File: src/rtl/avion_mem_responder_if.sv
// CPU memory bus (MAR/RAMWr/MDRIn/MDROut) plus the streaming loader handshake.
// The responder is the slave; the CPU and the loader together act as master.
interface avion_mem_responder_if #(
    parameter int ADDRESS_WIDTH = 6,
    parameter int DATA_WIDTH    = 10
);
    logic                     i_we;
    logic [ADDRESS_WIDTH-1:0] i_addr;
    logic [DATA_WIDTH-1:0]    i_ram_data_in;
    logic [DATA_WIDTH-1:0]    o_ram_data_out;
    logic                     ld_valid;
    logic [DATA_WIDTH-1:0]    ld_data;
    logic                     ld_last;
    logic                     ld_ready;

    modport master (
        output i_we, i_addr, i_ram_data_in, ld_valid, ld_data, ld_last,
        input  o_ram_data_out, ld_ready
    );

    modport slave (
        input  i_we, i_addr, i_ram_data_in, ld_valid, ld_data, ld_last,
        output o_ram_data_out, ld_ready
    );
endinterface

File: src/rtl/avion_mem_responder.sv
// Memory responder for avion_cpu: one-cycle registered reads, two mapped I/O registers,
// and a valid/ready loader that fills memory while the CPU is held in reset.
module avion_mem_responder #(
    parameter int ADDRESS_WIDTH = 6,
    parameter int DATA_WIDTH    = 10,
    parameter int DEPTH         = 64,
    parameter int IO_OUT_ADDR   = 63,
    parameter int IO_IN_ADDR    = 62
) (
    input  logic                  clk,
    input  logic                  rst,
    avion_mem_responder_if.slave  bus,
    input  logic                  ld_start,
    output logic                  cpu_hold,
    output logic                  ld_done,
    output logic                  ld_overflow,
    input  logic [DATA_WIDTH-1:0] io_in,
    output logic [DATA_WIDTH-1:0] io_out
);
    typedef enum logic {S_LOAD = 1'b0, S_RUN = 1'b1} state_t;

    localparam logic [ADDRESS_WIDTH-1:0] LAST_PTR = ADDRESS_WIDTH'(DEPTH - 1);
    localparam logic [ADDRESS_WIDTH-1:0] OUT_A    = ADDRESS_WIDTH'(IO_OUT_ADDR);
    localparam logic [ADDRESS_WIDTH-1:0] IN_A     = ADDRESS_WIDTH'(IO_IN_ADDR);

    logic [DATA_WIDTH-1:0] mem [DEPTH];

    state_t                   state, state_nxt;
    logic [ADDRESS_WIDTH-1:0] wr_ptr, wr_ptr_nxt;
    logic                     ovf_nxt;
    logic                     rst_done;
    logic                     beat;
    logic                     run_wr;
    logic                     mem_we;
    logic [ADDRESS_WIDTH-1:0] mem_waddr;
    logic [DATA_WIDTH-1:0]    mem_wdata;
    logic [DATA_WIDTH-1:0]    rdata;

    // rst_done keeps ld_ready low while rst is high without a combinational path from rst.
    always_ff @(posedge clk or posedge rst) begin
        if (rst) rst_done <= 1'b0;
        else     rst_done <= 1'b1;
    end

    assign bus.ld_ready = (state == S_LOAD) && rst_done;
    assign cpu_hold     = (state != S_RUN);
    assign ld_done      = (state == S_RUN);
    assign beat         = bus.ld_valid && bus.ld_ready;
    assign run_wr       = (state == S_RUN) && bus.i_we;

    always_comb begin
        state_nxt  = state;
        wr_ptr_nxt = wr_ptr;
        ovf_nxt    = ld_overflow;
        case (state)
            S_LOAD: begin
                if (beat) begin
                    wr_ptr_nxt = wr_ptr + 1'b1;
                    if (bus.ld_last) begin
                        state_nxt  = S_RUN;
                        wr_ptr_nxt = '0;
                    end else if (wr_ptr == LAST_PTR) begin
                        state_nxt  = S_RUN;
                        wr_ptr_nxt = '0;
                        ovf_nxt    = 1'b1;
                    end
                end
            end
            S_RUN: begin
                if (ld_start) begin
                    state_nxt  = S_LOAD;
                    wr_ptr_nxt = '0;
                    ovf_nxt    = 1'b0;
                end
            end
            default: state_nxt = S_LOAD;
        endcase
    end

    always_ff @(posedge clk or posedge rst) begin
        if (rst) begin
            state       <= S_LOAD;
            wr_ptr      <= '0;
            ld_overflow <= 1'b0;
        end else begin
            state       <= state_nxt;
            wr_ptr      <= wr_ptr_nxt;
            ld_overflow <= ovf_nxt;
        end
    end

    // Loader and CPU writes never coincide: each is gated by a different state.
    always_comb begin
        mem_we    = 1'b0;
        mem_waddr = bus.i_addr;
        mem_wdata = bus.i_ram_data_in;
        if (beat) begin
            mem_we    = 1'b1;
            mem_waddr = wr_ptr;
            mem_wdata = bus.ld_data;
        end else if (run_wr && bus.i_addr != OUT_A && bus.i_addr != IN_A) begin
            mem_we = 1'b1;
        end
    end

    always_ff @(posedge clk) begin
        if (mem_we) mem[mem_waddr] <= mem_wdata;
    end

    always_ff @(posedge clk or posedge rst) begin
        if (rst)                                io_out <= '0;
        else if (run_wr && bus.i_addr == OUT_A) io_out <= bus.i_ram_data_in;
    end

    always_comb begin
        if (bus.i_addr == IN_A)       rdata = io_in;
        else if (bus.i_addr == OUT_A) rdata = io_out;
        else                          rdata = mem[bus.i_addr];
    end

    // Registered read sees pre-edge contents, so read-during-write returns the old word.
    always_ff @(posedge clk or posedge rst) begin
        if (rst) bus.o_ram_data_out <= '0;
        else     bus.o_ram_data_out <= rdata;
    end
endmodule
File: src/flat_wrapper.sv
// flat-port wrapper written by rule: the top's interface ports become plain ports
module avion_mem_responder_flat 
#(
    parameter int ADDRESS_WIDTH = 6,
    parameter int DATA_WIDTH    = 10,
    parameter int DEPTH         = 64,
    parameter int IO_OUT_ADDR   = 63,
    parameter int IO_IN_ADDR    = 62
)
  (clk, rst, ld_start, cpu_hold, ld_done, ld_overflow, io_in, io_out, bus_i_we, bus_i_addr, bus_i_ram_data_in, bus_ld_valid, bus_ld_data, bus_ld_last, bus_o_ram_data_out, bus_ld_ready);
  avion_mem_responder_if #(.ADDRESS_WIDTH(ADDRESS_WIDTH), .DATA_WIDTH(DATA_WIDTH)) bus_i ();
  input  logic clk;
  input  logic rst;
  input  logic ld_start;
  output logic cpu_hold;
  output logic ld_done;
  output logic ld_overflow;
  input  logic [DATA_WIDTH-1:0] io_in;
  output logic [DATA_WIDTH-1:0] io_out;
  input wire logic [$bits(bus_i.i_we)-1:0] bus_i_we;
  input wire logic [$bits(bus_i.i_addr)-1:0] bus_i_addr;
  input wire logic [$bits(bus_i.i_ram_data_in)-1:0] bus_i_ram_data_in;
  input wire logic [$bits(bus_i.ld_valid)-1:0] bus_ld_valid;
  input wire logic [$bits(bus_i.ld_data)-1:0] bus_ld_data;
  input wire logic [$bits(bus_i.ld_last)-1:0] bus_ld_last;
  output wire logic [$bits(bus_i.o_ram_data_out)-1:0] bus_o_ram_data_out;
  output wire logic [$bits(bus_i.ld_ready)-1:0] bus_ld_ready;
  assign bus_i.i_we = bus_i_we;
  assign bus_i.i_addr = bus_i_addr;
  assign bus_i.i_ram_data_in = bus_i_ram_data_in;
  assign bus_i.ld_valid = bus_ld_valid;
  assign bus_i.ld_data = bus_ld_data;
  assign bus_i.ld_last = bus_ld_last;
  assign bus_o_ram_data_out = bus_i.o_ram_data_out;
  assign bus_ld_ready = bus_i.ld_ready;
  avion_mem_responder #(.ADDRESS_WIDTH(ADDRESS_WIDTH), .DATA_WIDTH(DATA_WIDTH), .DEPTH(DEPTH), .IO_OUT_ADDR(IO_OUT_ADDR), .IO_IN_ADDR(IO_IN_ADDR)) u_core (.clk(clk), .rst(rst), .bus(bus_i), .ld_start(ld_start), .cpu_hold(cpu_hold), .ld_done(ld_done), .ld_overflow(ld_overflow), .io_in(io_in), .io_out(io_out));
endmodule
File: config.mk
export PLATFORM = sky130hd
export DESIGN_NAME = avion_mem_responder_flat
export DESIGN_NICKNAME = d
export VERILOG_FILES = /design/src/rtl/avion_mem_responder_if.sv /design/src/rtl/avion_mem_responder.sv /design/src/flat_wrapper.sv
export SDC_FILE = /design/constraint.sdc
export NUM_CORES = 1
export LEC_CHECK = 0
export CAP_MARGIN = 10
export CORE_UTILIZATION = 34
export CTS_BUF_LIST = sky130_fd_sc_hd__clkbuf_4
export DETAILED_ROUTE_END_ITERATION = 12
export HOLD_SLACK_MARGIN = 0.08
export SYNTH_ARGS = -nofsm -noshare
export SYNTH_HDL_FRONTEND = slang
export SYNTH_SLANG_ARGS = --single-unit
File: constraint.sdc
create_clock -name clk -period 2.3 [get_ports clk]
set_input_delay 0.46 -clock clk [delete_from_list [all_inputs] [get_ports clk]]
set_output_delay 0.46 -clock clk [all_outputs]
set_load 0.02 [all_outputs]
## Word level (Yosys, flattened, before mapping)

Memory sizes are Yosys's and may differ from the RTL's.
Cells that the tools add are included.

- $add $sub $neg: 1
- Multiply operators: 0
- Div/mod/pow operators: 0
- Magnitude comparators: 0
- Equal/unequal tests: 9
- Shift-type cells: 0
- Multiplexer cells: 23
- Bitwise operators: 1
- Reductions and logical operators: 8

Operators by type and width:

| operator | number |
|---|---|
| two-way mux 10 bit | 3 |
| two-way mux 6 bit | 5 |
| == test 6 bit, second input constant | 3 |
| two-way mux 1 bit | 12 |
| != test 6 bit, second input constant | 2 |
| case mux 6 bit (2 select lines) | 1 |
| adder 6 x 1 -> 6 bit, second input constant | 1 |
| logical AND 1 bit | 6 |
| != test 2 x 1 -> 1 bit, second input constant | 2 |
| != test 2 bit, second input constant | 2 |
| case mux 1 bit (2 select lines) | 2 |
| AND reduction 4 bit | 1 |
| AND reduction 2 bit | 1 |
| NOT 1 bit | 1 |

- Flip-flop bits (word level): 29
- Latch bits: 0
- Bits in writable memories: 640
- Bits in read-only memories: 0
- Word-level logic and storage cells: 49
- Memories kept: 1

Memory list:

| memory | depth | width | rd ports | clocked after Yosys merged registers in | wr ports | RTL line | text |
|---|---|---|---|---|---|---|---|
| u_core.mem | 64 | 10 | 1 | 0 | 1 | avion_mem_responder.sv:26 | `logic [DATA_WIDTH-1:0] mem [DEPTH];` |

## Longest topological paths before layout

Gate-level depths: netlist (run 1).

- Depth after elaboration: 7
- Mapped depth: 9

## Least setup slack after synthesis (run 1)

No wires, ideal clock.

- Path type: flip-flop to flip-flop
- Start point: register u_core.state, in the netlist u_core.ld_done
- End point: memory u_core.mem[0][0] (data pin)
- Setup time: 356 ps
- Data arrival time: 2280 ps
- Data required time: 1944 ps
- Setup slack: -336 ps
- Cell stages (with the launch flop): 7
- Path buffers: 3
- Period minus slack after synthesis: 2636 ps
- Cells stage by stage: dfrtp_1 > and3b_1 > clkbuf_1 > clkbuf_1 > buf_1 > nand2_1 > nand2_1

- Longest elaborated chain between the ends: 4

Ends and longest elaborated chain:

| what | RTL line | text |
|---|---|---|
| start, declared | avion_mem_responder.sv:28 | `state_t state, state_nxt;` |
| start signal, assigned | avion_mem_responder.sv:86 | `state <= state_nxt;` |
| NOT 1 bit | avion_mem_responder.sv:45 | `assign bus.ld_ready = (state == S_LOAD) && rst_done;` |
| logical AND 1 bit | avion_mem_responder.sv:45 |  |
| logical AND 1 bit | avion_mem_responder.sv:48 | `assign beat = bus.ld_valid && bus.ld_ready;` |
| two-way mux 10 bit | avion_mem_responder.sv:97 | `if (beat) begin` |
| named net u_core.mem_wdata[0] | avion_mem_responder.sv:36 | `logic [DATA_WIDTH-1:0] mem_wdata;` |
| end, declared | avion_mem_responder.sv:26 |  |

The timed path passes the listed nets, and every way through them passes these cells.

## Worst setup path in the final report (run 1)

- Start point: register u_core.state, in the netlist u_core.ld_done
- End point: memory u_core.mem[7][3] (enable)

- Longest elaborated chain between the ends: 7

Ends and longest elaborated chain:

| what | RTL line | text |
|---|---|---|
| logical AND 1 bit | avion_mem_responder.sv:49 | `assign run_wr = (state == S_RUN) && bus.i_we;` |
| logical AND 1 bit (2 in a row) | avion_mem_responder.sv:101 | `end else if (run_wr && bus.i_addr != OUT_A && bus.i_addr != IN_A) begin` |
| two-way mux 1 bit | avion_mem_responder.sv:101 |  |
| two-way mux 1 bit | avion_mem_responder.sv:97 |  |
| two-way mux 1 bit | avion_mem_responder.sv:107 | `if (mem_we) mem[mem_waddr] <= mem_wdata;` |
| two-way mux 1 bit (not written as such) | avion_mem_responder.sv:107 |  |

Parallel ways exist; a longest one is shown, timed or not.

==> results of run 1 <==
## synthesized netlist by cell type (all sizes together) (3+ instances only)
| cell | instances |
|---|---|
| a221o | 3 |
| a41o | 5 |
| o31ai | 3 |
| o2bb2ai | 6 |
| mux2i | 129 |
| o22a | 8 |
| a32oi | 8 |
| dfrtp | 29 |
| nor2 | 89 |
| nand3 | 15 |
| buf | 53 |
| mux4 | 111 |
| edfxtp | 640 |
| o21ai | 37 |
| nor3 | 3 |
| and3 | 5 |
| nand3b | 9 |
| mux2 | 16 |
| a221oi | 17 |
| clkbuf | 20 |
| nor2b | 12 |
| o311a | 6 |
| o22ai | 3 |
| inv | 3 |
| o211ai | 7 |
| o41ai | 3 |
| a21oi | 11 |
| nand2 | 88 |
| a211oi | 5 |
| a22oi | 15 |
| and2 | 3 |
| nand2b | 10 |
| a22o | 8 |
## worst min-delay path, delay by kind of cell
kind                   cells  cell delay, ns
AOI/OAI and AO/OA          1            0.11
and+or+nand+nor            2            0.32
buffers and inverters      2            0.28
## through the flow
| stage | power (W) | setup slack [ns] | setup TNS (ns) |
|---|---|---|---|
| floorplan | 0.0149 | -0.217 | -106.27 |
| global placement | 0.0161 | -0.707 | -242.36 |
| detailed placement | 0.0161 | -0.703 | -262.75 |
| CTS | 0.0262 | -0.0147 | -0.0147 |
| global route | 0.0269 | 0.00349 | 0 |
| finish | 0.0259 | 0.0521 | 0 |
## cell type report
| cell class | instances | area, um2 |
|---|---|---|
| Clock inverter | 63 | 400 |
| Multi-Input combinational cell | 652 | 6290 |
| Inverter | 3 | 13.8 |
| Fill cell | 6911 | 44400 |
| Timing Repair Buffer | 332 | 3480 |
| Antenna cell | 1 | 2.50 |
| Sequential cell | 669 | 19900 |
| Clock buffer | 235 | 1760 |
| Tap cell | 1040 | 1300 |
## state kept, by name, summed over array words and instances, names as in the netlist
register                   count
u_core.bus.o_ram_data_out     10
u_core.rst_done                1
u_core.io_out                 10
u_core.mem                   640
u_core.ld_done                 1
u_core.wr_ptr                  6
u_core.ld_overflow             1
## power by group
part | switching [W] | leakage (nW) | total (W) | internal [W]
Combinational | 0.00127 | 4.17 | 0.00220 | 0.000926
Clock | 0.00474 | 1.28 | 0.0100 | 0.00530
Sequential | 0.0000529 | 6.14 | 0.0136 | 0.0136
## routing by layer
metal | vias up | global-route usage | routed length (um)
met3 | 86 | 0.0490 | 5360
met4 | 0 | 0.0611 | 1290
met2 | 598 | 0.265 | 31000
met1 | 7639 | 0.239 | 30200
met5 | - | 0 | 0
li1 | 6658 | - | -
## worst paths after layout
check | startpoint | slack (ns) | to | depth (start not counted)
min reg2reg | u_core.io_out[1]$_DFFE_PP0P_ | 0.55 | u_core.io_out[1]$_DFFE_PP0P_ | 1
max reg2reg | u_core.ld_done$_DFF_PP0_ | 0.05 | u_core.mem[7][3]$_DFFE_PP_ | 6
min in group asynchronous | rst | 0.42 | u_core.bus.o_ram_data_out[0]$_DFF_PP0_ | 4
max in group asynchronous | rst | 1.57 | u_core.bus.o_ram_data_out[6]$_DFF_PP0_ | 4
max | u_core.ld_done$_DFF_PP0_ | 0.05 | u_core.mem[7][3]$_DFFE_PP_ | 6
min | bus_i_addr[2] | 0.25 | u_core.bus.o_ram_data_out[5]$_DFF_PP0_ | 5
## placed cells by master, fill, tap and decap left out, types with 34 or more instances in the layout
cell | synthesis | final
o21ai_0 | 34 | 34
edfxtp_1 | 640 | 640
clkdlybuf4s50_1 | 0 | 38
mux2i_1 | 129 | 128
clkinv_1 | 0 | 41
buf_12 | 1 | 63
nand2_1 | 88 | 78
clkbuf_4 | 2 | 235
mux4_2 | 104 | 104
nor2_1 | 88 | 76
buf_4 | 12 | 190
## cells by family (layout without fill, tap and decap cells)
logic type | after synthesis | in the layout | synth area share
DFF | 669 | 669 | 0.747
muxes | 256 | 256 | 0.150
and+or+nand+nor | 241 | 241 | 0.0398
AOI/OAI and AO/OA | 153 | 153 | 0.0427
buffers and inverters | 78 | 633 | 0.0202
adders and majority gates | 1 | 1 | 0.000469
other | 1 | 2 | 0.000140
## timing repair
item,CTS,global route
resized for setup,52,4
endpoints found under the hold margin,44,0
endpoints found under the setup margin,86,51
pin swaps,0,1
buffers inserted,0,1
hold buffers,15,0
==> results.md, run 1 <==
* Critical path peak fanout at 10
* # rows at 102
* Critical path required time at 2.97 ns
* Tcrit/Tclk final at 0.977
* Avg Inst Size Synth at 19.1 um2
* Synth top area cells: edfxtp_1 72%, mux4_2 8.8%, mux2i_1 4.8%
* I/O Buffers at 65
* Finished Cell Area at 33,200 um2
* Status: complete, no violations
* Final clock skew at 0.0444 ns
* DP HPWL at 45.9 mm
* Clock slew seen by the registers of the worst setup and hold paths at 0.06 ns
* WP data arrival at 2.92 ns
* Critical-path top delay cell: and3b_2
* Drt pass-1 iters at 5
* Minimum clock period at 2.25 ns
* Cells along the critical path: and3b_2, mux2i_4, nand2_1, buf_12, nor2_1, buf_12
* Vias in the first global route at 15,400
* Crit path kind: flop to flop
* Nets at 1,872
* Seq/Total Area, Yosys at 0.747
* WHS at 0.251 ns
* Drt first-iter violations at 1,334
* Worst setup EP type: flop
* Vias/cell at 5.00
* Initial antenna violation count at 1
* Ys Warns at 0
* Final design utilization at 0.428
* Most Frequent Cell on Critical Path: buf_12
* Initial Util at 0.344
* Post-route ant nets at 0
* DR WL/cell at 22.7 um
* LEAKAGE at 11.6 nW
* Count of final setup violators at 0
* First-pass GRT wire length at 100 mm
* Cts bufs inserted at 171
* Global Route Usage Sum at 0.174
* Largest net degree at the start of global routing at 41
* Core footprint at 77,600 um2
* Cell Area, Synth at 26,700 um2
* Slew HR at 0.468
* Die Y at 282 um
* Die area at 79,700 um2
* Startpoint types: flop
* Final hold vios at 0
* Dominant cell type by area after synthesis: edfxtp_1
* Buffers plus inverters on the worst setup path at 2
* Number of I/O pins at 66
* Gpl congestion at 0.905
* Clk sink count at 669
* Fin cells at 2,995
* Clk Latency, worst-skew pair at 0.99 ns
* Cells after Synth at 1,399
* Total detailed-routing wirelength at 67.9 mm
* Post-synthesis register bit count at 669
* P&R area growth vs syn at 24.3%
* Inst Count DP at 2,680
* Vias at 15,000
* Layout cells sized above 1 at 0.342
* Max H-tree Level at 4
* GR Overflow Total at 0
* Worst-Margin Slew at 0.790 ns
* FFs w/ async S/R, synth at 0.0433
* P per Cell Area at 779 nW/um2
* Worst path max stage delay at 0.44 ns
* Peak supply drop at 0.000417 V
* RSZ-0062 raised after global routing: false
* Yosys top cell area share at 0.720
* Post-synth cell types at 61
* Pins Over Slew Limit at 0
* Most used DFF post-synth: edfxtp_1
* CTS max path bufs at 3
* CTS tree: yes
* Max-Cap Viols at 0
* Post-synth EDFFs at 640
* CTS Root Cell: clkbuf_4
* Family with the most delay on the worst path: simple AND/OR/NAND/NOR gates
* Residual DRC at 0
* FMAX at 445 MHz
* Die W at 282 um
* Syn nets at 1,442
* Area after DPL at 30,900 um2
* Min-delay worst type: primary input to flop
(Power assumes the default switching activity.)
==> inputs of run 2 (changes only) <==
Clock period 2.3 ns to 2.1 ns, I/O delays scaled along.
==> results.md, run 2 (synthesized netlist as in run 1, its figures left out) <==
* Status: complete, but fails checks (was complete, no violations)
* Failing checks: setup timing
* I/O Buffers at 65 (unchanged)
* Global Route Usage Sum at 0.181 (was 0.174)
* Vias at 15,500 (was 15,000)
* Clock slew seen by the registers of the worst setup and hold paths at 0.06 ns (about the same)
* Largest net degree at the start of global routing at 41 (unchanged)
* Nets at 1,933 (was 1,872)
* Max H-tree Level at 4 (unchanged)
* Most frequent cells in the layout: 640 x edfxtp_1, 244 x clkbuf_4, 167 x buf_4 (was 640 x edfxtp_1, 235 x clkbuf_4, 190 x buf_4)
* Vias/cell at 5.06 (was 5.00)
* Critical path peak fanout at 7 (was 10)
* Reg-to-reg slack, setup at -0.18 ns (was 0.05 ns)
* Slew HR at 0.561 (was 0.468)
* WHS at 0.223 ns (was 0.251 ns)
* Max-Cap Viols at 0 (unchanged)
* Clock power share at 0.373 (was 0.388)
* Drt pass-1 iters at 6 (was 5)
* Final hold vios at 0 (unchanged)
* Critical path required time at 2.75 ns (was 2.97 ns)
* Vias in the first global route at 16,000 (was 15,400)
* Tcrit/Tclk final at 1.08 (was 0.977)
* Core footprint at 77,600 um2 (unchanged)
* Cts bufs inserted at 167 (was 171)
* Largest regs: u_core.mem (640), u_core.bus.o_ram_data_out (10), u_core.io_out (10) (unchanged)
* CTS max path bufs at 3 (unchanged)
* P per Cell Area at 801 nW/um2 (was 779 nW/um2)
* Internal at 0.0215 W (was 0.0198 W)
* Switching Share at 0.238 (was 0.234)
* Clk Latency, worst-skew pair at 1.00 ns (was 0.99 ns)
* Final Worst Setup Slack at -0.177 ns (was 0.0521 ns)
* Commonest non-fill, non-tap cell in the layout: edfxtp_1 (unchanged)
* Final clock skew at 0.0731 ns (was 0.0444 ns)
* GR Overflow Total at 0 (unchanged)
* Net Switching at 0.00672 W (was 0.00606 W)
* CTS Root Cell: clkbuf_4 (unchanged)
* DR WL/cell at 23.5 um (was 22.7 um)
* First-pass GRT wire length at 104 mm (was 100 mm)
* Number of I/O pins at 66 (unchanged)
* Die Y at 282 um (unchanged)
* Die W at 282 um (unchanged)
* WP data arrival at 2.93 ns (was 2.92 ns)
* Total detailed-routing wirelength at 71.8 mm (was 67.9 mm)
* Filler instances at 6,757 (was 6,911)
* Initial Util at 0.344 (unchanged)
* Min-delay worst type: primary input to flop (unchanged)
* Setup TNS at -25.14 ns (was 0 ns)
* FMAX at 439 MHz (was 445 MHz)
* Die area at 79,700 um2 (unchanged)
* Clk sink count at 669 (unchanged)
* Residual DRC at 0 (unchanged)
* Worst setup EP type: flop (unchanged)
* Worst-Margin Slew at 0.659 ns (was 0.790 ns)
* P&R area growth vs syn at 32.0% (was 24.3%)
* Finished Cell Area at 35,200 um2 (was 33,200 um2)
* Pins Over Slew Limit at 0 (unchanged)
* Largest register by flop count: u_core.mem (unchanged)
* DP HPWL at 48.0 mm (was 45.9 mm)
* Count of final setup violators at 541 (was 0)
* Area after DPL at 32,100 um2 (was 30,900 um2)
* Sequential Power Share at 0.530 (was 0.527)
* Layout cells sized above 1 at 0.419 (was 0.342)
* RSZ-0062 raised after global routing: true (was false)
* Initial antenna violation count at 2 (was 1)
* Inst Count DP at 2,690 (was 2,680)
* Gpl congestion at 0.943 (was 0.905)
* Fin cells at 3,057 (was 2,995)
* Post-route ant nets at 0 (unchanged)
* Comb power frac at 0.098 (was 0.085)
* Drt first-iter violations at 1,332 (was 1,334)
* Largest register FFs at 640 (unchanged)
* Peak supply drop at 0.000446 V (was 0.000417 V)
* CTS tree: yes (unchanged)
* Crit path kind: flop to flop (unchanged)
* LEAKAGE at 12.3 nW (was 11.6 nW)
* Startpoint types: flop (unchanged)
* Minimum clock period at 2.28 ns (was 2.25 ns)
* Final design utilization at 0.454 (was 0.428)
* # rows at 102 (unchanged)
==> run 2: critical path: stages (launching register included) <==
cell and delay [ns]:
dfrtp_1 0.40, buf_6 0.12, and3b_2 0.26, buf_12 0.14, mux2i_1 0.18, buf_4 0.21, nand2_4 0.12, buf_12 0.17
nor2_4 0.18, buf_12 0.14
==> run 2: final cells by class <==
type	count	area, um2	share of cell area
clock buffer	244	1830	0.0520
tap	1040	1300	0.0369
inverter	3	11.3	0.000320
multi-input combinational	654	7040	0.200
timing repair buffer	395	4860	0.138
clock inverter	49	240	0.00682
sequential	669	19900	0.566
antenna	3	7.51	0.000213
==> run 2: worst paths after layout <==
| kind | from | to | cells after the start |
|---|---|---|---|
| min in group asynchronous | rst | u_core.ld_overflow$_DFFE_PP0P_ | 4 |
| worst min register to register | u_core.io_out[9]$_DFFE_PP0P_ | u_core.io_out[9]$_DFFE_PP0P_ | 2 |
| worst max register to register | u_core.ld_done$_DFF_PP0_ | u_core.mem[1][2]$_DFFE_PP_ | 9 |
| worst min-delay path | bus_i_addr[0] | u_core.bus.o_ram_data_out[9]$_DFF_PP0_ | 4 |
| max in group asynchronous | rst | u_core.io_out[0]$_DFFE_PP0P_ | 4 |
| worst max-delay path | u_core.ld_done$_DFF_PP0_ | u_core.mem[1][2]$_DFFE_PP_ | 9 |
==> run 2: layer usage <==
metal | wire length, um | GRT usage | share of wire | vias to the layer above
li1 | - | - | - | 6801
met1 | 30900 | 0.244 | 0.43 | 7964
met2 | 34200 | 0.286 | 0.48 | 593
met3 | 4570 | 0.0372 | 0.064 | 122
met4 | 2120 | 0.0755 | 0.030 | 0
met5 | 0 | 0 | 0 | -
==> run 2: power groups by stage <==
| stage | combinational [W] | clock (W) | sequential [W] |
|---|---|---|---|
| 2_1_floorplan | 0.00117 | 0 | 0.0153 |
| 3_3_place_gp | 0.00258 | 0 | 0.0152 |
| 3_5_place_dp | 0.00262 | 0 | 0.0152 |
| 4_1_cts | 0.00273 | 0.0109 | 0.0149 |
| 5_1_grt | 0.00289 | 0.0115 | 0.0150 |
| 6_report | 0.00276 | 0.0105 | 0.0150 |
==> run 2: timing repair <==
item | CTS | global route
hold endpoints to repair | 43 | 0
pin swaps | 24 | 26
endpoints found under the setup margin | 365 | 705
hold buffers | 14 | 0
cloned | 7 | 3
setup buffers | 43 | 16
gates resized for setup | 163 | 38
==> run 2: through the flow <==
step	total power, W	setup slack [ns]
2_1_floorplan	0.0164	-0.146
3_3_place_gp	0.0178	-0.781
3_5_place_dp	0.0179	-0.794
4_1_cts	0.0286	-0.242
5_1_grt	0.0293	-0.219
6_report	0.0282	-0.177
==> inputs of run 3 (changes only) <==
Settings changed: CORE_MARGIN set to 3, GPL_TIMING_DRIVEN set to 0, PLACE_DENSITY_LB_ADDON set to 0.12.
==> results.md, run 3 (synthesized netlist as in run 1, its figures left out) <==
* P per Cell Area at 837 nW/um2 (was 801 nW/um2)
* Routing usage on met2 at 0.367 (was 0.286)
* RSZ-0062 raised after global routing: true (unchanged)
* Met1 GRT Util at 0.304 (was 0.244)
* Net Switching at 0.00767 W (was 0.00672 W)
* Max H-tree Level at 4 (unchanged)
* Most frequent cells in the layout: 640 x edfxtp_1, 260 x clkbuf_4, 128 x mux2i_1 (was 640 x edfxtp_1, 244 x clkbuf_4, 167 x buf_4)
* Final hold vios at 0 (unchanged)
* Total detailed-routing wirelength at 98.5 mm (was 71.8 mm)
* Inst Count DP at 2,501 (was 2,690)
* Critical-path top delay cell: dfrtp_2 (was dfrtp_1)
* Clock power share at 0.384 (was 0.373)
* Post-route ant nets at 0 (unchanged)
* Clock slew seen by the registers of the worst setup and hold paths at 0.07 ns (was 0.06 ns)
* Core footprint at 77,600 um2 (unchanged)
* CTS tree: yes (unchanged)
* Critical path peak fanout at 8 (was 7)
* I/O Buffers at 61 (was 65)
* Crit path kind: flop to flop (unchanged)
* Peak supply drop at 0.000508 V (was 0.000446 V)
* Commonest non-fill, non-tap cell in the layout: edfxtp_1 (unchanged)
* CTS Root Cell: clkbuf_4 (unchanged)
* Initial Util at 0.344 (unchanged)
* Clk sink count at 669 (unchanged)
* First-pass GRT wire length at 131 mm (was 104 mm)
* Global-route layer with the greatest usage: met2 (unchanged)
* Largest register FFs at 640 (unchanged)
* Nets at 1,865 (was 1,933)
* Die area at 81,900 um2 (was 79,700 um2)
* Failing checks: setup timing (unchanged)
* Final clock skew at 0.0751 ns (was 0.0731 ns)
* Critical Path Start: u_core.ld_done$_DFF_PP0_ (unchanged)
* Most Frequent Cell on Critical Path: buf_6 (was buf_12)
* Minimum clock period at 2.31 ns (was 2.28 ns)
* Pins Over Slew Limit at 0 (unchanged)
* Drt first-iter violations at 1,749 (was 1,332)
* GR Overflow Total at 0 (unchanged)
* Cells along the critical path: buf_4, and3b_2, buf_6, buf_8, nand2_2, nand2_4, buf_6, nand2_8, nor2_4, buf_12 (was buf_6, and3b_2, buf_12, mux2i_1, buf_4, nand2_4, buf_12, nor2_4, buf_12)
* # rows at 102 (unchanged)
* Tcrit/Tclk final at 1.10 (was 1.08)
* Worst path max stage delay at 0.44 ns (was 0.40 ns)
* Fin cells at 2,991 (was 3,057)
* Die Y at 286 um (was 282 um)
* Layout cells sized above 1 at 0.413 (was 0.419)
* Residual DRC at 0 (unchanged)
* WP data arrival at 3.03 ns (was 2.93 ns)
* Family with the most delay on the worst path: simple AND/OR/NAND/NOR gates (was buffers and inverters)
* Drt pass-1 iters at 5 (was 6)
* Worst-Margin Slew at 0.927 ns (was 0.659 ns)
* Vias in the first global route at 16,600 (was 16,000)
* DR WL/cell at 32.9 um (was 23.5 um)
* CTS max path bufs at 3 (unchanged)
* Initial antenna violation count at 14 (was 2)
* HP Start: io_in[0] (was bus_i_addr[0])
* Largest regs: u_core.mem (640), u_core.bus.o_ram_data_out (10), u_core.io_out (10) (unchanged)
* Internal at 0.0217 W (was 0.0215 W)
* Sequential Power Share at 0.509 (was 0.530)
* R2r startpoint: u_core.ld_done$_DFF_PP0_ (unchanged)
* P&R area growth vs syn at 31.5% (was 32.0%)
* Worst setup EP type: flop (unchanged)
* Cts bufs inserted at 175 (was 167)
* Critical path required time at 2.82 ns (was 2.75 ns)
* Max-Cap Viols at 0 (unchanged)
* FMAX at 434 MHz (was 439 MHz)
* Power, Total at 0.0294 W (was 0.0282 W)
* Status: complete, but fails checks (unchanged)
* LEAKAGE at 11.9 nW (was 12.3 nW)
* Buffers plus inverters on the worst setup path at 5 (unchanged)
* Global Route Usage Sum at 0.235 (was 0.181)
* Min-delay worst type: primary input to flop (unchanged)
* DP HPWL at 51.1 mm (was 48.0 mm)
* Largest register by flop count: u_core.mem (unchanged)
* Vias/cell at 5.44 (was 5.06)
* Largest net degree at the start of global routing at 33 (was 41)
* Count of final setup violators at 825 (was 541)
* Number of I/O pins at 66 (unchanged)
* Startpoint types: flop (unchanged)
* Slew HR at 0.380 (was 0.561)
* Global-route met3 utilization at 0.0692 (was 0.0372)
* Comb power frac at 0.107 (was 0.098)
* Switching Share at 0.261 (was 0.238)
* Vias at 16,300 (was 15,500)
* Gpl congestion at 0.812 (was 0.943)
* Die W at 286 um (was 282 um)
* Filler instances at 6,867 (was 6,757)
* Final Worst Setup Slack at -0.207 ns (was -0.177 ns)
* Clk Latency, worst-skew pair at 1.02 ns (was 1.00 ns)
==> run 3: final cells by class <==
cell class | instances | area, um2 | share of cell area
inverter | 3 | 11.3 | 0.000321
clock buffer | 255 | 1910 | 0.0545
clock inverter | 49 | 294 | 0.00838
timing repair buffer | 210 | 2750 | 0.0782
multi-input combinational | 690 | 8270 | 0.236
buffer | 73 | 612 | 0.0174
tap | 1040 | 1300 | 0.0371
sequential | 669 | 20000 | 0.568
antenna | 2 | 5.00 | 0.000143
==> run 3: per-stage QoR <==
stage                     cell area (um2)  hold slack (ns)   util  setup slack, ns  TNS (ns)
after floorplan                     27400            0.498      -           -0.146    -86.09
after global placement              29300            0.541  0.377            -1.74  -1808.81
after detailed placement            29300            0.541  0.378            -1.79  -1838.77
after CTS                           34200           0.0855  0.441           -0.309     -1.43
after global routing                35100            0.125  0.452           -0.241    -88.45
final                               35100            0.187  0.452           -0.207    -69.91
==> run 3: worst register-to-register path: stages, from the launching register on <==
cell and delay, ns:
dfrtp_2 0.44, buf_4 0.15, and3b_2 0.35, buf_6 0.14, buf_8 0.11, nand2_2 0.07
nand2_4 0.13, buf_6 0.14, nand2_8 0.12, nor2_4 0.22, buf_12 0.15
==> run 3: what timing repair did <==
item | CTS | global route
hold endpoints to repair | 49 | 0
buffers inserted | 102 | 26
setup endpoints to repair | 1314 | 839
cloned | 29 | 13
pin swaps | 86 | 47
resized for setup | 257 | 101
hold buffers | 16 | 0
==> run 3: per-layer routing <==
layer,vias to the layer above,part of all wire
met5,-,0.00016
li1,6746,-
met3,209,0.089
met1,8472,0.40
met2,852,0.47
met4,2,0.043
==> run 3: path summary, 6_finish.rpt <==
| check | end | slack (ns) | cells past startpoint |
|---|---|---|---|
| setup / recovery | u_core.mem[42][1]$_DFFE_PP_ | -0.21 | 10 |
| hold / removal | u_core.bus.o_ram_data_out[0]$_DFF_PP0_ | 0.19 | 3 |
| setup reg to reg | u_core.mem[42][1]$_DFFE_PP_ | -0.21 | 10 |
| hold reg to reg | u_core.io_out[5]$_DFFE_PP0P_ | 0.56 | 1 |
| max in group asynchronous | u_core.io_out[0]$_DFFE_PP0P_ | 1.30 | 4 |
| min in group asynchronous | u_core.io_out[3]$_DFFE_PP0P_ | 0.28 | 3 |
==> run 3: power groups by stage <==
stage	logic, W	registers (W)	clock network, W
2_1_floorplan	0.00117	0.0153	0
3_3_place_gp	0.00222	0.0152	0
3_5_place_dp	0.00226	0.0153	0
4_1_cts	0.00289	0.0150	0.0116
5_1_grt	0.00323	0.0149	0.0123
6_report	0.00314	0.0150	0.0113
